$ cat src/rtl/gate_pkg.sv
// Shared mode encoding and mode-stepping helper for the switch/LED gate unit.
// Eight bitwise operations selected by a 3-bit mode register.
package gate_pkg;

    localparam int MODE_W = 3;

    typedef logic [MODE_W-1:0] mode_t;

    localparam mode_t MODE_AND    = 3'd0;
    localparam mode_t MODE_OR     = 3'd1;
    localparam mode_t MODE_XOR    = 3'd2;
    localparam mode_t MODE_NAND   = 3'd3;
    localparam mode_t MODE_NOR    = 3'd4;
    localparam mode_t MODE_XNOR   = 3'd5;
    localparam mode_t MODE_NOT    = 3'd6;
    localparam mode_t MODE_PARITY = 3'd7;

    // Simultaneous up and down presses cancel; wrap is natural modulo-8 arithmetic.
    function automatic mode_t mode_step(input mode_t cur, input logic up, input logic dn);
        mode_t nxt;
        nxt = cur;
        if (up && !dn) begin
            nxt = cur + mode_t'(1);
        end else if (dn && !up) begin
            nxt = cur - mode_t'(1);
        end
        return nxt;
    endfunction

endpackage

$ cat src/rtl/gate_mode_unit_debouncer.sv
// Button conditioner: 2-flop synchroniser, counting debouncer and rising-edge pulse.
// A new level is accepted only after DEBOUNCE_CYCLES consecutive cycles of disagreement.
module debouncer #(
    parameter int DEBOUNCE_CYCLES = 1000000
) (
    input  logic clk,
    input  logic rst_n,
    input  logic din,
    output logic q,
    output logic rise
);

    localparam int CNT_W = (DEBOUNCE_CYCLES > 2) ? $clog2(DEBOUNCE_CYCLES) : 1;
    localparam logic [CNT_W-1:0] CNT_MAX = CNT_W'(DEBOUNCE_CYCLES - 1);

    logic             sync_meta;
    logic             sync_s;
    logic [CNT_W-1:0] cnt;
    logic [CNT_W-1:0] cnt_next;
    logic             q_next;
    logic             q_prev;

    always_ff @(posedge clk or negedge rst_n) begin
        if (!rst_n) begin
            sync_meta <= 1'b0;
            sync_s    <= 1'b0;
        end else begin
            sync_meta <= din;
            sync_s    <= sync_meta;
        end
    end

    // Any agreement with the held level discards a partial count.
    always_comb begin
        cnt_next = '0;
        q_next   = q;
        if (sync_s != q) begin
            if (cnt == CNT_MAX) begin
                q_next   = sync_s;
                cnt_next = '0;
            end else begin
                cnt_next = cnt + CNT_W'(1);
            end
        end
    end

    always_ff @(posedge clk or negedge rst_n) begin
        if (!rst_n) begin
            cnt    <= '0;
            q      <= 1'b0;
            q_prev <= 1'b0;
        end else begin
            cnt    <= cnt_next;
            q      <= q_next;
            q_prev <= q;
        end
    end

    assign rise = q & ~q_prev;

endmodule

$ cat src/rtl/gate_mode_unit.sv
// Board-level gate unit: synchronised switch operands, button-stepped mode register
// and a registered result mux driving the LEDs.
module gate_mode_unit
    import gate_pkg::*;
#(
    parameter int WIDTH           = 4,
    parameter int DEBOUNCE_CYCLES = 1000000
) (
    input  logic               clk,
    input  logic               rst_n,
    input  logic               BTNU,
    input  logic               BTND,
    input  logic [2*WIDTH-1:0] SW,
    output logic [WIDTH-1:0]   LD,
    output logic [MODE_W-1:0]  MODE_LD
);

    logic [2*WIDTH-1:0] sw_meta;
    logic [2*WIDTH-1:0] sw_sync;
    logic [WIDTH-1:0]   op_a;
    logic [WIDTH-1:0]   op_b;
    logic [WIDTH-1:0]   ld_next;
    mode_t              mode;
    logic               up_level;
    logic               up_rise;
    logic               dn_level;
    logic               dn_rise;

    debouncer #(.DEBOUNCE_CYCLES(DEBOUNCE_CYCLES)) u_deb_up (
        .clk  (clk),
        .rst_n(rst_n),
        .din  (BTNU),
        .q    (up_level),
        .rise (up_rise)
    );

    debouncer #(.DEBOUNCE_CYCLES(DEBOUNCE_CYCLES)) u_deb_dn (
        .clk  (clk),
        .rst_n(rst_n),
        .din  (BTND),
        .q    (dn_level),
        .rise (dn_rise)
    );

    // Switches are synchronised only; bounce on a switch just shows briefly on the LEDs.
    always_ff @(posedge clk or negedge rst_n) begin
        if (!rst_n) begin
            sw_meta <= '0;
            sw_sync <= '0;
        end else begin
            sw_meta <= SW;
            sw_sync <= sw_meta;
        end
    end

    assign op_a = sw_sync[WIDTH-1:0];
    assign op_b = sw_sync[2*WIDTH-1:WIDTH];

    always_ff @(posedge clk or negedge rst_n) begin
        if (!rst_n) begin
            mode <= MODE_AND;
        end else begin
            mode <= mode_step(mode, up_rise, dn_rise);
        end
    end

    always_comb begin
        ld_next = '0;
        case (mode)
            MODE_AND:    ld_next = op_a & op_b;
            MODE_OR:     ld_next = op_a | op_b;
            MODE_XOR:    ld_next = op_a ^ op_b;
            MODE_NAND:   ld_next = ~(op_a & op_b);
            MODE_NOR:    ld_next = ~(op_a | op_b);
            MODE_XNOR:   ld_next = ~(op_a ^ op_b);
            MODE_NOT:    ld_next = ~op_a;
            MODE_PARITY: ld_next[0] = ^sw_sync;
            default:     ld_next = '0;
        endcase
    end

    always_ff @(posedge clk or negedge rst_n) begin
        if (!rst_n) begin
            LD <= '0;
        end else begin
            LD <= ld_next;
        end
    end

    assign MODE_LD = mode;

    // A press pulse can only occur while the debounced level is high.
    a_up_rise_level: assert property (@(posedge clk) disable iff (!rst_n) up_rise |-> up_level);
    a_dn_rise_level: assert property (@(posedge clk) disable iff (!rst_n) dn_rise |-> dn_level);

endmodule

$ cat config.mk
export PLATFORM = sky130hd
export DESIGN_NAME = gate_mode_unit
export DESIGN_NICKNAME = d
export VERILOG_FILES = /design/src/rtl/gate_pkg.sv /design/src/rtl/gate_mode_unit_debouncer.sv /design/src/rtl/gate_mode_unit.sv
export SDC_FILE = /design/constraint.sdc
export NUM_CORES = 1
export LEC_CHECK = 0
export ABC_CLOCK_PERIOD_IN_PS = 2200
export CAP_MARGIN = 20
export CELL_PAD_IN_SITES_DETAIL_PLACEMENT = 2
export CELL_PAD_IN_SITES_GLOBAL_PLACEMENT = 2
export CORE_MARGIN = 8
export CORE_UTILIZATION = 39
export CTS_CLUSTER_DIAMETER = 200
export DETAILED_ROUTE_END_ITERATION = 8
export HOLD_SLACK_MARGIN = 0.1
export PLACE_DENSITY_LB_ADDON = 0.1
export SLEW_MARGIN = 20
export SYNTH_ARGS = -nofsm -noshare
export SYNTH_HDL_FRONTEND = slang
export SYNTH_HIERARCHICAL = 1
export SYNTH_SLANG_ARGS = --single-unit
$ cat constraint.sdc
create_clock -name clk -period 2.2 [get_ports clk]
set_input_delay 0.22 -clock clk [delete_from_list [all_inputs] [get_ports clk]]
set_output_delay 0.22 -clock clk [all_outputs]
set_load 0.005 [all_outputs]
==> out/summary.txt <==
status: completed
Unique masters post-synth: 44
# IOs: 19
Filler cells: 906
Post-synth EDFFs: 0
FF-to-FF End: u_deb_up/cnt[18]
Max-Cap Viols: 0
clock power share: 40.3%
via/cell ratio: 5.45
HP Class: in2reg
vias in the first global route: 2844
clk_lat worst skew: 0.34 ns
placed cell area: 3780 sq um
largest net degree at the start of global routing: 72
Slew Viols, Final: 0
fin nets: 378
DIE AREA: 12100 sq um
Syn Inst Count: 322
Routability Congestion: 0.728
DRC violations left: 0
layout cell share with drive strength beyond 1: 9.92%
Die Span Y: 110 um
DRT Pass-1 Iters: 4
ys async rst share: 100%
Internal Power: 1960 uW
first-pass GRT wire length: 13800 um
Worst-path clk slew: 0.07 ns
postcts setup bufs: 0
crit path to: u_deb_up/cnt[18]
initial antenna violation count: 0
slew margin rel.: 72.1%
Max Root-Sink Buffers: 2
finished layout cell area: 3980 sq um
H-tree levels: 3
setup TNS: 0 ns
Comb power frac: 6.1%
Root Buffer Master: clkbuf_8
switching share of power: 22.7%
endpoint arrival time on the critical path: 2.23 ns
switching power: 575 uW
Synth Flop Type: dfrtp_1
vias: 2511
most common cell after layout, fill and taps aside: dfrtp_1
final hold vios: 0
setup violators final: 0
worst-case reg-to-reg path depth: 5
Critical Path Start Type: flop
ANT cells: 0
clk_skew: 0.00554 ns
Final WS setup: 0.236 ns
routed wire length per instance: 16.7 um
Leak: 0.00176 uW
area added between synthesis and finish: 15.4%
Worst Max-Slew Pin Slew: 0.419 ns
crit share post-route: 89.3%
most frequent cells in the layout: 71 x dfrtp_1, 31 x nor2_1, 20 x inv_1, 19 x xor2_1, 19 x nand2_1
post-DP HPWL: 5550 um
initial core utilization: 39.9%
YS warnings: 6
DRT iter0 DRCs: 76
FF-to-FF setup slack: 0.24 ns
Final Critical Period: 1.96 ns
Critical R2R Launch: u_deb_up/cnt[0]
Setup crit end kind: flop
sequential fraction of the synthesis area: 51.5%
Seq cells post-synth: 71
maximum vdd drop: 0.331 mV
CP startpoint: u_deb_up/cnt[0]
die width: 110 um
area share of the largest cell type after synthesis: 51.5%
Core ar.: 8640 sq um
Peak Freq: 509 MHz
Mapped Area: 3450 sq um
sequential share of power: 53.6%
antenna violation net count after detailed routing: 0
number of port buffers: 18
Area contributors post-synth: dfrtp_1 52%, ha_1 6.5%, xor2_1 4.8%
Max FO, Critical Path: 7
CP required: 2.47 ns
GR Util All Layers: 14.4%
final global-route overflow total: 0
Avg Cell Area, Syn: 10.7 sq um
TritonCTS Buffers: 9
PwrDens: 637 nW/um^2
Resized Gates After CTS: 0
final WL: 7710 um
worst slack, placed: 0.283 ns
RSZ-0062 raised after global routing: false
area leader, netlist: dfrtp_1
CTS sink cnt: 71
Rows: 34
syn nets: 352
CTS tree: yes
CP Class: reg2reg
[state kept, by name, summed over array words and instances, names as in the netlist, 3 cells and up]
name,count
sw_meta,8
MODE_LD,3
u_deb_dn/cnt,20
u_deb_up/cnt,20
sw_sync,8
LD,4
[cell families (layout without fill, tap and decap cells)]
| group | Yosys count | count (layout) | synth area share [%] |
|---|---|---|---|
| buffers and inverters | 32 | 63 | 3.77 |
| flip-flops | 71 | 71 | 51.5 |
| XOR/XNOR | 35 | 35 | 8.89 |
| AND/OR/NAND/NOR | 118 | 118 | 19.2 |
| AO/OA/AOI/OAI | 45 | 45 | 9.15 |
| adder cells (fa/ha/maj) | 18 | 18 | 6.53 |
| multiplexers | 3 | 3 | 0.944 |
[cell type report]
cell class	count	area [sq um]	share of cell area, %
well taps	108	135	3.40
flip-flops and latches	71	1780	44.7
multi-input cells	219	1550	38.8
repair buffers	26	253	6.35
clock buffers	12	145	3.65
inverters	21	78.8	1.98
clock inverters	4	45.0	1.13
[critical path, cell delays in order (launching register included)]
cell	delay [ns]
dfrtp_1	0.38
ha_1	0.23
nand2_1	0.20
or3_1	0.50
or4_1	0.43
a21oi_1	0.14
[routing by layer]
metal / global-route usage, % / vias up / share of wire [%]
met5: 0 / - / 0
met4: 6.08 / 0 / 1.4
met3: 2.50 / 9 / 2.5
met2: 23.8 / 24 / 50
met1: 18.3 / 1294 / 46
li1: - / 1184 / -
[metrics by stage]
stage                     instances  hold slack [ns]  total power [uW]  utilization [%]
after global placement          444            0.265              1530             43.8
after floorplan                 322          -0.0756              1450                -
after global routing            461            0.297              2660             46.1
after CTS                       461            0.289              2590             46.1
after detailed placement        444            0.270              1540             43.8
final                           461            0.313              2530             46.1
[cells in the mapped netlist, types with 7 or more instances]
cell type and number:
and3_1 8, or3_1 9, inv_1 20, nor2_1 31, a21oi_1 12, and4_1 7
o21ai_0 12, ha_1 18, xnor2_1 16, xor2_1 19, dfrtp_1 71, buf_2 8
nand3_1 14, nand2_1 19
[worst min path at each step]
stage / cells past startpoint / to / start / slack [ns]
after floorplan: 0 / LD[0] / rst_n / -0.08
after global placement: 2 / sw_sync[0] / rst_n / 0.26
after detailed placement: 2 / sw_sync[4] / rst_n / 0.27
after CTS: 1 / u_deb_up/sync_meta / BTNU / 0.29
after global routing: 1 / sw_meta[5] / SW[5] / 0.30
final: 1 / u_deb_up/sync_meta / BTNU / 0.31
[power by group through the flow]
| stage | combinational (uW) | clock, uW | sequential [uW] |
|---|---|---|---|
| finish | 154 | 1020 | 1360 |
| global route | 178 | 1120 | 1360 |
| CTS | 161 | 1070 | 1360 |
| detailed placement | 159 | 0 | 1380 |
| global placement | 153 | 0 | 1380 |
| floorplan | 72.1 | 0 | 1380 |
[timing repair]
| item | 4_1_cts | 5_1_grt |
|---|---|---|
| endpoints found under the setup margin | 0 | 0 |
| hold buffers | 1 | 0 |
| hold endpoints to repair | 71 | 0 |
(Power assumes the default switching activity.)
